[config.mk]
export PLATFORM = sky130hd
export DESIGN_NAME = cordic_atan2
export DESIGN_NICKNAME = d
export VERILOG_FILES = /design/src/rtl/cordic_pkg.sv /design/src/rtl/fixed_to_ieee754.sv /design/src/rtl/cordic_atan2.sv
export SDC_FILE = /design/constraint.sdc
export NUM_CORES = 1
export LEC_CHECK = 0
export CORE_UTILIZATION = 42
export CTS_CLUSTER_DIAMETER = 100
export DETAILED_ROUTE_END_ITERATION = 16
export GPL_ROUTABILITY_DRIVEN = 1
export HOLD_SLACK_MARGIN = 0.1
export SLEW_MARGIN = 20
export SYNTH_ARGS = -nofsm -noshare
export SYNTH_HDL_FRONTEND = slang
export SYNTH_SLANG_ARGS = --single-unit
[constraint.sdc]
create_clock -name clk -period 6.2 [get_ports clk]
set_clock_uncertainty 0.15 [all_clocks]
set_input_delay 0.62 -clock clk [delete_from_list [all_inputs] [get_ports clk]]
set_output_delay 0.62 -clock clk [all_outputs]
set_load 0.02 [all_outputs]
[src/rtl/cordic_pkg.sv]
// Shared constants, state encoding and arctangent table for the vectoring CORDIC.
package cordic_pkg;

  localparam int unsigned Z_W    = 18;
  localparam int unsigned XY_W   = 18;
  localparam int unsigned ATAN_N = 16;

  localparam logic signed [Z_W-1:0] PI_Q      = 18'sd102944;
  localparam logic signed [Z_W-1:0] HALF_PI_Q = 18'sd51472;

  typedef enum logic [1:0] {
    ST_IDLE = 2'd0,
    ST_ROT  = 2'd1,
    ST_PACK = 2'd2
  } state_t;

  // round(atan(2^-i) * 2^15)
  function automatic logic signed [Z_W-1:0] atan_q15(input logic [3:0] idx);
    logic signed [Z_W-1:0] v;
    case (idx)
      4'd0:    v = 18'sd25736;
      4'd1:    v = 18'sd15193;
      4'd2:    v = 18'sd8027;
      4'd3:    v = 18'sd4075;
      4'd4:    v = 18'sd2045;
      4'd5:    v = 18'sd1024;
      4'd6:    v = 18'sd512;
      4'd7:    v = 18'sd256;
      4'd8:    v = 18'sd128;
      4'd9:    v = 18'sd64;
      4'd10:   v = 18'sd32;
      4'd11:   v = 18'sd16;
      4'd12:   v = 18'sd8;
      4'd13:   v = 18'sd4;
      4'd14:   v = 18'sd2;
      default: v = 18'sd1;
    endcase
    return v;
  endfunction

endpackage

[src/rtl/fixed_to_ieee754.sv]
// Combinational signed Q3.15 radians to IEEE-754 single; exact, since |z| < 2^17
// always fits the 24-bit significand.
module fixed_to_ieee754
  import cordic_pkg::*;
(
  input  logic signed [Z_W-1:0] i_z,
  output logic        [31:0]    o_f
);

  logic        w_sign;
  logic [16:0] w_mag;
  logic [4:0]  w_pos;
  logic [7:0]  w_exp;
  logic [22:0] w_mag_ext;
  logic [22:0] w_frac;

  always_comb begin
    w_sign = i_z[Z_W-1];
    w_mag  = w_sign ? 17'(-i_z) : 17'(i_z);
    w_pos  = '0;
    for (int unsigned b = 0; b < 17; b++) begin
      if (w_mag[b]) w_pos = 5'(b);
    end
    w_exp     = 8'd112 + {3'b000, w_pos};
    w_mag_ext = {6'd0, w_mag};
    // Hidden leading one lands on bit 23 and falls off the 23-bit result.
    w_frac    = w_mag_ext << (5'd23 - w_pos);
    if (w_mag == '0) o_f = '0;
    else             o_f = {w_sign, w_exp, w_frac};
  end

endmodule

[src/rtl/cordic_atan2.sv]
// Iterative vectoring-mode CORDIC: Q15 (cos, sin) in, atan2 in radians out as
// an IEEE-754 single, one micro-rotation per clock.
module cordic_atan2
  import cordic_pkg::*;
#(
  parameter int unsigned ITERATIONS = 16
) (
  input  logic        clk,
  input  logic        rst,
  input  logic        start,
  input  logic [15:0] cos_q15,
  input  logic [15:0] sin_q15,
  output logic [31:0] angle_ieee754,
  output logic        valid,
  output logic        busy
);

  state_t                 r_state;
  logic signed [XY_W-1:0] r_x;
  logic signed [XY_W-1:0] r_y;
  logic signed [Z_W-1:0]  r_z;
  logic [3:0]             r_iter;
  logic [15:0]            r_cos;
  logic [15:0]            r_sin;
  logic [31:0]            r_angle;
  logic                   r_valid;
  logic                   r_busy;

  logic signed [XY_W-1:0] w_cos_ext;
  logic signed [XY_W-1:0] w_sin_ext;
  logic signed [XY_W-1:0] w_x0;
  logic signed [XY_W-1:0] w_y0;
  logic signed [Z_W-1:0]  w_z0;
  logic [15:0]            w_abs_c;
  logic [15:0]            w_abs_s;
  logic [15:0]            w_mag;
  logic [3:0]             w_lead;
  logic [3:0]             w_norm;
  logic signed [XY_W-1:0] w_xs;
  logic signed [XY_W-1:0] w_ys;
  logic signed [Z_W-1:0]  w_atan;
  logic signed [Z_W-1:0]  w_z_final;
  logic [31:0]            w_f;

  always_comb begin
    w_cos_ext = {{(XY_W-16){cos_q15[15]}}, cos_q15};
    w_sin_ext = {{(XY_W-16){sin_q15[15]}}, sin_q15};
    if (cos_q15[15]) begin
      w_x0 = -w_cos_ext;
      w_y0 = -w_sin_ext;
      w_z0 = sin_q15[15] ? -PI_Q : PI_Q;
    end else begin
      w_x0 = w_cos_ext;
      w_y0 = w_sin_ext;
      w_z0 = '0;
    end
    // Scale tiny vectors up so shift truncation cannot dominate the residual angle.
    w_abs_c = cos_q15[15] ? (~cos_q15 + 16'd1) : cos_q15;
    w_abs_s = sin_q15[15] ? (~sin_q15 + 16'd1) : sin_q15;
    w_mag   = w_abs_c | w_abs_s;
    w_lead  = '0;
    for (int unsigned b = 0; b < 16; b++) begin
      if (w_mag[b]) w_lead = 4'(b);
    end
    w_norm = (w_lead < 4'd14) ? (4'd14 - w_lead) : 4'd0;
  end

  always_comb begin
    w_xs   = r_x >>> r_iter;
    w_ys   = r_y >>> r_iter;
    w_atan = atan_q15(r_iter);
  end

  always_comb begin
    w_z_final = r_z;
    if (r_sin == '0) begin
      w_z_final = r_cos[15] ? PI_Q : '0;
    end else if (r_cos == '0) begin
      w_z_final = r_sin[15] ? -HALF_PI_Q : HALF_PI_Q;
    end
  end

  fixed_to_ieee754 u_pack (
    .i_z (w_z_final),
    .o_f (w_f)
  );

  always_ff @(posedge clk) begin
    if (rst) begin
      r_state <= ST_IDLE;
      r_x     <= '0;
      r_y     <= '0;
      r_z     <= '0;
      r_iter  <= '0;
      r_cos   <= '0;
      r_sin   <= '0;
      r_angle <= '0;
      r_valid <= 1'b0;
      r_busy  <= 1'b0;
    end else begin
      r_valid <= 1'b0;
      case (r_state)
        ST_IDLE: begin
          if (start) begin
            r_cos   <= cos_q15;
            r_sin   <= sin_q15;
            r_x     <= w_x0 <<< w_norm;
            r_y     <= w_y0 <<< w_norm;
            r_z     <= w_z0;
            r_iter  <= '0;
            r_busy  <= 1'b1;
            r_state <= ST_ROT;
          end
        end
        ST_ROT: begin
          if (!r_y[XY_W-1]) begin
            r_x <= r_x + w_ys;
            r_y <= r_y - w_xs;
            r_z <= r_z + w_atan;
          end else begin
            r_x <= r_x - w_ys;
            r_y <= r_y + w_xs;
            r_z <= r_z - w_atan;
          end
          if (r_iter == 4'(ITERATIONS - 1)) r_state <= ST_PACK;
          else                              r_iter  <= r_iter + 4'd1;
        end
        ST_PACK: begin
          r_angle <= w_f;
          r_valid <= 1'b1;
          r_busy  <= 1'b0;
          r_state <= ST_IDLE;
        end
        default: r_state <= ST_IDLE;
      endcase
    end
  end

  assign angle_ieee754 = r_angle;
  assign valid         = r_valid;
  assign busy          = r_busy;

endmodule
# [After elaboration in Yosys (flattened, before gate mapping)]
# Memory sizes are Yosys's and may differ from the RTL's. A register that Yosys moved wholly into a read port is not among the register bits.
# Cells that the tools add are included.
[op_classes] eq_ne=6 add_sub_neg=15 n_bitwise=3 shifts=5 order_cmp=1 n_mux=64 n_reduce_logical=11
[op_table] op="2-to-1 mux 18 bit" n=13
[op_table] op="2-to-1 mux 4 bit" n=27
[op_table] op="case mux 18 bit (2 select lines)" n=3
[op_table] op="adder 18 bit" n=3
[op_table] op="subtractor 18 bit" n=3
[op_table] op="negation 16 -> 18 bit" n=2
[op_table] op="<<< shifter 18 x 4 -> 18 bit" n=2
[op_table] op=">>> shifter 18 x 4 -> 18 bit" n=2
[op_table] op="2-to-1 mux 17 bit" n=2
[op_table] op="adder 16 x 1 -> 16 bit, second input constant" n=2
[op_table] op="zero test 16 bit" n=2
[op_table] op="2-to-1 mux 16 bit" n=2
[op_table] op="2-to-1 mux 32 bit" n=1
[op_table] op="NOT 16 bit" n=2
[op_table] op="left shift 17 x 5 -> 23 bit" n=1
[op_table] op="zero test 17 bit" n=1
[op_table] op="negation 17 bit" n=1
[op_table] op="bitwise OR 16 bit" n=1
[op_table] op="2-to-1 mux 3 bit" n=4
[op_table] op="adder 7 x 5 -> 8 bit, first input constant" n=1
[op_table] op="2-to-1 mux 2 bit" n=4
[op_table] op="case mux 4 bit (2 select lines)" n=1
[op_table] op="AND reduction 2 bit" n=4
[op_table] op="inequality test 2 bit, second input constant" n=3
[op_table] op="14 further kinds" n=18
[word_totals] reg_bits=126 mem_bits_ro=240 n_memories=1 input_bits=35 output_inout_bits=34 word_cells=116
[mem_list] name="(name not given)" depth=16 word_bits=15 read_ports=1 rd_clocked_by_memory_dff=1 write_ports=0 line="cordic_pkg.sv:20" source="case (idx)"

# [Logic depth before layout (Yosys ltp)]
# Gate-level depths: netlist of the first run.
[depth] ltp_word=24 depth_mapped=24 mapped_depth_nobuf=21

# [Cells and area by module]
# Synthesis of the first run repeated with hierarchy kept, for this count alone.
[hier_totals] cells_unflattened=1990 hier_area_um2=15100.7
[by_module_without_submodules] module="cordic_atan2" seq_area_each_um2=2822.7 instances=1 cells_per_inst=1684 area_each_um2=13026.2
[by_module_without_submodules] module="fixed_to_ieee754" seq_area_each_um2=0.0 instances=1 cells_per_inst=306 area_each_um2=2074.5

# [Worst setup path before layout of the first run]
# OpenSTA, ideal clock, no wires.
[synth_timing] path_kind="reg-to-reg" startpoint="reg r_iter[1]" endpoint="reg r_x[17]" path_buffers=3 period_less_slack_ns=5.550 required_time_ns=5.964 t_arrival_ns=5.314 setup_ns=0.086 path_slack_ns=0.650 path_stages_with_launch=22 cell_sequence="dfxtp_1 -> clkbuf_1 -> clkbuf_1 -> buf_1 -> mux2i_1 -> mux2i_1 -> mux4_2 -> nor4_1 -> nand4_1 -> nor2_1 -> nand2_1 -> nor2_1 -> mux2_2 -> o22ai_1 -> ha_1 -> a21oi_1 -> o22ai_1 -> a211o_1 -> a21o_1 -> a21o_1 -> xnor3_1 -> a211oi_1"
[synth_between] elab_chain_len=4 elab_cells_between_ends=5 classes_between="add/sub: 2; shift: 1; mux: 2"
[synth_rtl] item="start: declaration" line="cordic_atan2.sv:22" source="logic [3:0] r_iter;"
[synth_rtl] item="start signal: assignment" line="cordic_atan2.sv:126" source="else r_iter <= r_iter + 4'd1;"
[synth_rtl] item=">>> shifter 18 x 4 -> 18 bit (*)" line="cordic_atan2.sv:70" source="w_ys = r_y >>> r_iter;"
[synth_rtl] item="adder 18 bit or subtractor 18 bit (tied branches)" line="cordic_atan2.sv:117, cordic_atan2.sv:121"
[synth_rtl] item="2-to-1 mux 18 bit (*)" line="cordic_atan2.sv:116" source="if (!r_y[XY_W-1]) begin"
[synth_rtl] item="case mux 18 bit (2 select lines) (*)" line="cordic_atan2.sv:102" source="case (r_state)"
[synth_rtl] item="end signal: assignment" line="cordic_atan2.sv:107" source="r_x <= w_x0 <<< w_norm;"
[synth_rtl] item="end signal: assignment" line="cordic_atan2.sv:117" source="r_x <= r_x + w_ys;"
[synth_rtl] item="end signal: assignment" line="cordic_atan2.sv:121" source="r_x <= r_x - w_ys;"
[synth_rtl] item="end: declaration" line="cordic_atan2.sv:19" source="logic signed [XY_W-1:0] r_x;"
# Mark *: on every way between the ends. The rest lies on a longest branch, timed or not.
# A chain may end at the register's enable or synchronous reset.

# [Worst setup path in the final report of the first run]
[layout_timing] startpoint="reg r_iter[0]" endpoint="reg r_x[17]"
# The elaborated chain is that of the path after synthesis.

==> results.md, run 1 <==
- Outcome: complete, no violations
- Grt ovf: 0
- DRT iter0 DRCs: 1,300
- Final Hold Viols: 0
- Share of layout cells above drive strength 1: 0.1116
- Final ANT Viol Nets: 0
- Post-synth top area cell: dfxtp_1
- Slew HR: 0.3187
- Row cnt: 66
- Number of synthesized flops with an enable pin: 0
- Residual DRC count: 0
- First-pass GRT wire length: 74.00 mm
- Crit share post-route: 0.9177
- Gpl congestion: 0.9774
- Crit path launch type: flop
- Clk buf depth: 2
- HPWL Detailed: 35.34 mm
- Fillers: between 3,000 and 4,000
- Dpl cells: approximately 2,300
- Synth-to-Final Area Change: 13.35%
- Distinct cells, synth: 86
- Worst-path cell chain: mux4_2 -> mux4_2 -> inv_1 -> ha_1 -> a21oi_1 -> nor2_1 -> o21a_1 -> o21a_1 -> nand2_1 -> a211oi_1 -> a31oi_1 -> o21ai_0 -> ha_1 -> inv_1 -> o22ai_1 -> a211o_1 -> a21o_1 -> a21o_1 -> xnor3_1 -> a211oi_1
- Slew @ Worst Pin: 1.022 ns
- CP max stage cell: dfxtp_4
- Maxcap violations: 0
- Via count: 14,238
- Fin Setup TNS: 0 ns
- Seq/Total Area, Yosys: 0.1976
- Syn Inst Count: 1,842
- Routed len/inst: 19.93 um
- Critical path class: reg -> reg
- Gr usage total: 0.2757
- Largest cells by area after synthesis: dfxtp_1, mux2i_1, a21oi_1
- # diodes: 0
- RR Startpoint: r_iter[0]
- CTS sink cnt: 139
- Slew Viols, Final: 0
- YS warnings: 0
- Hold Crit Class: reg -> reg
- Maximum number of pins on one net before global-route repair: 93
- WP data arrival: 5.90 ns
- Synth Flop Type: dfxtp_1
- Final worst path period need: about 5.7 ns
- Avg Synthesized Cell Area: 7.644 sq um
- Vias/cell: approximately 6.1
- Max incr delay on CP: 0.66 ns
- Synth async-reset ratio: 0
- Post-CTS resize count: 0
- Top cell type's share of synthesized area: 0.1976
- Fin cells: 2,333
- # Post-CTS Setup Buffers: 0
- #FFs+latches synth: 139
- H-tree Lvls: 4
- Chip Height: 185.1 um
- Footprint of the multi-input gates: 10,610 sq um
- Final number of setup-violating endpoints: 0
- Initial antenna violation count: 0
- F_max: 175.8 MHz
- CTS tree: yes
- CP Launch Point: r_iter[0]
- Worst Path Required: 6.41 ns
- DIE AREA: 34,260 sq um
- Worst Path Max Fanout: 30
- Nets@finish: 1,982
- Commonest non-fill, non-tap cell in the layout: nand2_1
- Reg area: 2794 sq um
- Mapped Nets: 1,946
- I/O Buffers: 68
- Clock latency on the worst-skew pair: 0.44 ns
- Clock transition at path regs: 0.07 ns
- Mapped Area: roughly 14,000 sq um
- PD cells: approximately 340 nW/um^2
- Vias in the first global route: approximately 13,000
- Commonest non-fill, non-tap cells in the layout: nand2_1, nor2_1, a21oi_1
- HP Start: angle_ieee754[30]
- First-pass DRT Iterations: 6
- Initial Util: 0.4295
- Top Ports: 69
- Die width: approximately 190 um
- CTS Root Cell: clkbuf_16
- Post-layout util: 0.4868
- VDD IR max: 0.2032 mV
- Total Wirelength: 46.49 mm
- Pleak: 6.219 nW
- Core area: approximately 33,000 sq um
- RSZ-0062 raised after global routing: no
- Hold_buf cts: 0
- Crit. End Element: flop
- CTS buffer count: 17
[where the power goes]
part           internal [mW]  switching (mW)  total, mW
combinational           1.34            1.83       3.17
clock                  0.577           0.449       1.03
sequential             0.982           0.193       1.17
total                   2.90            2.47       5.37
[through the flow]
stage,cell area (sq um),hold WS [ns],total power [mW],worst slack [ns]
after floorplan,14080,0.2860,3.499,0.6503
after global placement,15380,0.2808,4.255,0.3359
after detailed placement,15380,0.2897,4.282,0.2564
after CTS,15950,0.2972,5.326,0.2454
after global routing,15960,0.3175,5.750,0.04766
final,15960,0.2953,5.373,0.5103
[area by class of cell]
type                            instances  area share
Tap cell                              442     0.03465
Clock inverter                         12    0.007056
Inverter                               52     0.01223
Multi-Input combinational cell       1527      0.6648
Timing Repair Buffer                  141     0.07762
Clock buffer                           20     0.02862
Sequential cell                       139      0.1751
[logic make-up (layout without fill, tap and decap cells)]
family	after synthesis	count (layout)	synth area share
flip-flops	139	139	0.1976
adder cells (fa/ha/maj)	69	69	0.06292
AO/OA/AOI/OAI	510	510	0.2350
XOR/XNOR	129	129	0.08176
buffers and inverters	176	225	0.05065
AND/OR/NAND/NOR	656	656	0.2204
multiplexers	163	163	0.1517
[worst max-delay path, delay by kind of cell (launching register included)]
family	cells	cell delay, ns
AOI/OAI and AO/OA	11	2.24
xor gates and xnor gates	1	0.32
adders and majority gates	2	0.53
buffers and inverters	2	0.19
DFF	1	0.66
muxes	2	1.14
and+or+nand+nor	2	0.35
[state kept, by name, summed over array words and instances, names as in the netlist]
signal / cells
angle_ieee754: 30
busy: 1
r_cos: 16
r_iter: 4
r_sin: 16
r_state: 2
r_x: 18
r_y: 18
r_z: 18
valid: 1
w_atan: 15
[per-layer routing]
layer / track usage / part of all wire / vias up
li1: - / - / 6845
met1: 0.3973 / 0.47 / 6822
met2: 0.4217 / 0.44 / 524
met3: 0.04915 / 0.072 / 47
met4: 0.06678 / 0.015 / 0
met5: 0 / 0 / -
[synth_stat cells, types with 19 or more instances]
cell,count
nand2_1,202
nor2_1,182
a21oi_1,170
dfxtp_1,139
o21ai_0,95
mux2i_1,93
clkbuf_1,86
xnor2_1,78
ha_1,66
nor3_1,61
xor2_1,49
inv_1,48
mux4_2,36
nand3_1,36
a31oi_1,33
mux2_2,33
a211oi_1,25
a21o_1,23
nor2b_1,23
nor4_1,23
and2_1,19
[path summary, 6_finish.rpt]
check	end	slack, ns	cells past startpoint
min reg2reg	angle_ieee754[30]	0.30	2
min	angle_ieee754[30]	0.30	2
max	r_x[17]	0.51	20
max reg2reg	r_x[17]	0.51	20
No activity file was read; power rests on OpenSTA's default activity.
==> run 2: changes to the inputs <==
--- a/config.mk
+++ b/config.mk
@@ -5,12 +5,12 @@
 export SDC_FILE = /design/constraint.sdc
 export NUM_CORES = 1
 export LEC_CHECK = 0
+export ABC_AREA = 1
 export CORE_UTILIZATION = 42
 export CTS_CLUSTER_DIAMETER = 100
 export DETAILED_ROUTE_END_ITERATION = 16
 export GPL_ROUTABILITY_DRIVEN = 1
 export HOLD_SLACK_MARGIN = 0.1
-export SLEW_MARGIN = 20
 export SYNTH_ARGS = -nofsm -noshare
 export SYNTH_HDL_FRONTEND = slang
 export SYNTH_SLANG_ARGS = --single-unit
==> results.md, run 2 <==
- Slew HR: 0.3850 (+0.06633)
- RSZ-0062 raised after global routing: no
- Initial antenna violation count: 0 (unchanged)
- Cell count along the critical path: 33 (+65%)
- Share of layout cells above drive strength 1: 0.07234 (-0.03924)
- Vias/cell: 5.341 (-12%)
- Hold EP: angle_ieee754[3]
- Gpl congestion: 0.9134 (-6.5%)
- Slew Viols, Final: 0 (unchanged)
- CTS Root Cell: clkbuf_16
- Global route hottest layer: met2
- DRT iter0 DRCs: 1,080 (-17%)
- Final Hold Viols: 0 (unchanged)
- Commonest non-fill, non-tap cell in the layout: nand2_1
- Largest cells by area after synthesis: dfxtp_1, nand2_1, o21ai_0
- Critical path class: reg -> reg
- P_sw: 2.275 mW (-7.9%)
- R2r worst-path depth: 33 (+65%)
- CTS tree: yes
- Top Ports: 69 (unchanged)
- Row cnt: 66 (unchanged)
- Largest register FFs: 30 (unchanged)
- Initial Util: 0.4279 (-0.001614)
- Crit share post-route: 0.8770 (-0.04066)
- Min-Delay Path Depth: 2 (unchanged)
- Final worst path period need: 5.438 ns (-0.2521 ns)
- Crit path launch type: flop
- Clock latency on the worst-skew pair: 0.44 ns (about the same)
- Slew @ Worst Pin: 0.9182 ns (-0.1038 ns)
- CP max stage cell: ha_1
- Syn Inst Count: 2,332 (+27%)
- H-tree Lvls: 4 (unchanged)
- Synth Flop Type: dfxtp_1
- CTS buffer count: 17 (unchanged)
- Distinct cells, synth: 66 (-23%)
- Residual DRC count: 0 (unchanged)
- Combinational power share: 0.551 (-0.039)
- Maxcap violations: 0 (unchanged)
- Outcome: complete, no violations
- Top cell type's share of synthesized area: 0.1999 (+0.002256)
- Max incr delay on CP: 0.35 ns (-0.31 ns)
- Hold Crit Class: reg -> reg
- Mapped Area: 13,920 sq um (-1.1%)
- Chip Height: 184.1 um (-0.56%)
- Clk buf depth: 2 (unchanged)
- HPWL Detailed: 33.31 mm (-5.8%)
- R2R setup slack: 0.76 ns (+0.25 ns)
- Crit. End Element: flop
- HP Start: angle_ieee754[3]
- DIE AREA: 33,880 sq um (-1.1%)
- Pint: 2.425 mW (-16%)
- # diodes: 0 (unchanged)
- PD cells: 304.5 nW/um^2 (-9.5%)
- Placed cell area: 14,850 sq um (-3.5%)
- Commonest non-fill, non-tap cells in the layout: nand2_1, o21ai_0, inv_1
- Critical Path Most Common Cell: o21ai_0
- Reg2reg end: r_y[16]
- Clock transition at path regs: 0.07 ns (about the same)
- Avg Synthesized Cell Area: 5.969 sq um (-22%)
- First-pass GRT wire length: 69.61 mm (-5.9%)
- Nets@finish: 2,441 (+23%)
- Top-count cell post-synth: nand2_1
- CTS sink cnt: 139 (unchanged)
- Gr usage total: 0.2577 (-0.01802)
- Mapped Nets: 2,436 (+25%)
- Total Wirelength: 43.28 mm (-6.9%)
- VDD IR max: 0.1984 mV (-2.4%)
- Worst Path Required: 6.42 ns (about the same)
- Seq/Total Area, Yosys: 0.1999 (+0.002256)
- Final number of setup-violating endpoints: 0 (unchanged)
- Pleak: 7.237 nW (+16%)
- Met2 GRT Util: 0.4453 (+0.02365)
- Die width: 184.1 um (-0.56%)
- Fin Setup TNS: 0 ns (unchanged)
- Core area: 32,540 sq um (-0.76%)
- First-pass DRT Iterations: 6 (unchanged)
- CP top delay family: compound AO/OA/AOI/OAI gates
- Met3 Use GR: 0.02813 (-0.02102)
- F_max: 183.9 MHz (+4.6%)
- Final Cell Area: 15,430 sq um (-3.3%)
- Hold_buf cts: 0 (unchanged)
- YS warnings: 0 (unchanged)
- Worst Path Max Fanout: 24 (-20%)
- Sequential share of power: 0.224 (+0.005)
- Net Sw Frac: 0.4840 (+0.02417)
- Routed len/inst: 15.50 um (-22%)
- Total power: 4.701 mW (-13%)
- Via count: 14,912 (+4.7%)
- WP data arrival: 5.66 ns (-0.24 ns)
- Clock power share: 0.225 (+0.034)
- Crit path buf inv count: 6 (+4)
- Synth async-reset ratio: 0 (unchanged)
- Post-synth top area cell: dfxtp_1
- Synth-to-Final Area Change: 10.88%
- Fillers: 3,536 (+9.8%)
- Number of synthesized flops with an enable pin: 0 (unchanged)
- Post-CTS resize count: 0 (unchanged)
- Synth cell count leaders: nand2_1, o21ai_0, inv_1
- RR Startpoint: r_iter[0]
- I/O Buffers: 68 (unchanged)
- Vias in the first global route: 13,615 (+2.2%)
- Grt ovf: 0 (unchanged)
- Final ANT Viol Nets: 0 (unchanged)
- Maximum number of pins on one net before global-route repair: 65 (-30%)
- #FFs+latches synth: 139 (unchanged)
- Met1 Usage GRT: 0.3344 (-0.06283)
- # Post-CTS Setup Buffers: 0 (unchanged)
-- run 2: worst reg2reg max path: cells and delay by family, from the launching register on --
kind / cells / cell delay [ns]
compound gates: 12 / 2.19
simple gates: 12 / 1.33
buf+inv: 6 / 0.70
fa+ha+maj: 2 / 0.57
flops: 1 / 0.34
xor+xnor: 1 / 0.11
-- run 2: worst max-delay path by stage --
stage          startpoint       to  slack [ns]
2_1_floorplan   r_iter[1]  r_y[16]        1.78
3_3_place_gp    r_iter[0]  r_x[14]        0.98
3_5_place_dp    r_iter[0]  r_y[16]        0.90
4_1_cts         r_iter[0]  r_y[16]        0.85
5_1_grt         r_iter[0]  r_x[14]        0.10
6_report        r_iter[0]  r_y[16]        0.76
-- run 2: layout make-up --
type / instances / area [sq um] / share of cell area
multi-input combinational: 1809 / 9607 / 0.6224
sequential: 139 / 2783 / 0.1803
inverter: 279 / 1052 / 0.06817
timing repair buffer: 91 / 853.3 / 0.05529
tap: 442 / 553.0 / 0.03583
clock buffer: 18 / 439.2 / 0.02845
clock inverter: 14 / 147.6 / 0.009566
-- run 2: cell families after synthesis --
group	count (synthesis)	synth area share
flops	139	0.1999
mux	12	0.008629
simple gates	1060	0.3281
fa+ha+maj	69	0.06363
xor+xnor	78	0.05231
buf+inv	384	0.1113
compound gates	590	0.2361
-- run 2: per-stage QoR --
step,hold slack [ns],setup WS (ns),std cells,utilization
floorplan,0.3127,1.777,2332,-
global placement,0.2751,0.9802,2760,0.4564
detailed placement,0.2779,0.9014,2760,0.4564
CTS,0.2889,0.8507,2792,0.4744
global route,0.3019,0.1013,2792,0.4744
finish,0.2862,0.7624,2792,0.4744
-- run 2: layer usage --
layer | part of all wire | vias to the layer above
li1 | - | 7701
met1 | 0.46 | 6835
met2 | 0.48 | 321
met3 | 0.039 | 55
met4 | 0.023 | 0
met5 | 0 | -
-- run 2: power groups by stage --
stage | logic [mW] | clock network, mW | registers, mW
3_5_place_dp | 2.55 | 0 | 1.07
2_1_floorplan | 2.04 | 0 | 1.04
5_1_grt | 2.94 | 1.11 | 1.06
4_1_cts | 2.56 | 1.08 | 1.05
6_report | 2.59 | 1.06 | 1.05
3_3_place_gp | 2.52 | 0 | 1.07
==> run 3: changes to the inputs <==
--- a/config.mk
+++ b/config.mk
@@ -11,6 +11,7 @@
 export DETAILED_ROUTE_END_ITERATION = 16
 export GPL_ROUTABILITY_DRIVEN = 1
 export HOLD_SLACK_MARGIN = 0.1
+export SKIP_CTS_REPAIR_TIMING = 1
 export SYNTH_ARGS = -nofsm -noshare
 export SYNTH_HDL_FRONTEND = slang
 export SYNTH_SLANG_ARGS = --single-unit
==> results of run 3 <==
Same layout as run 2: the final DEF is identical, and so are final timing and power.
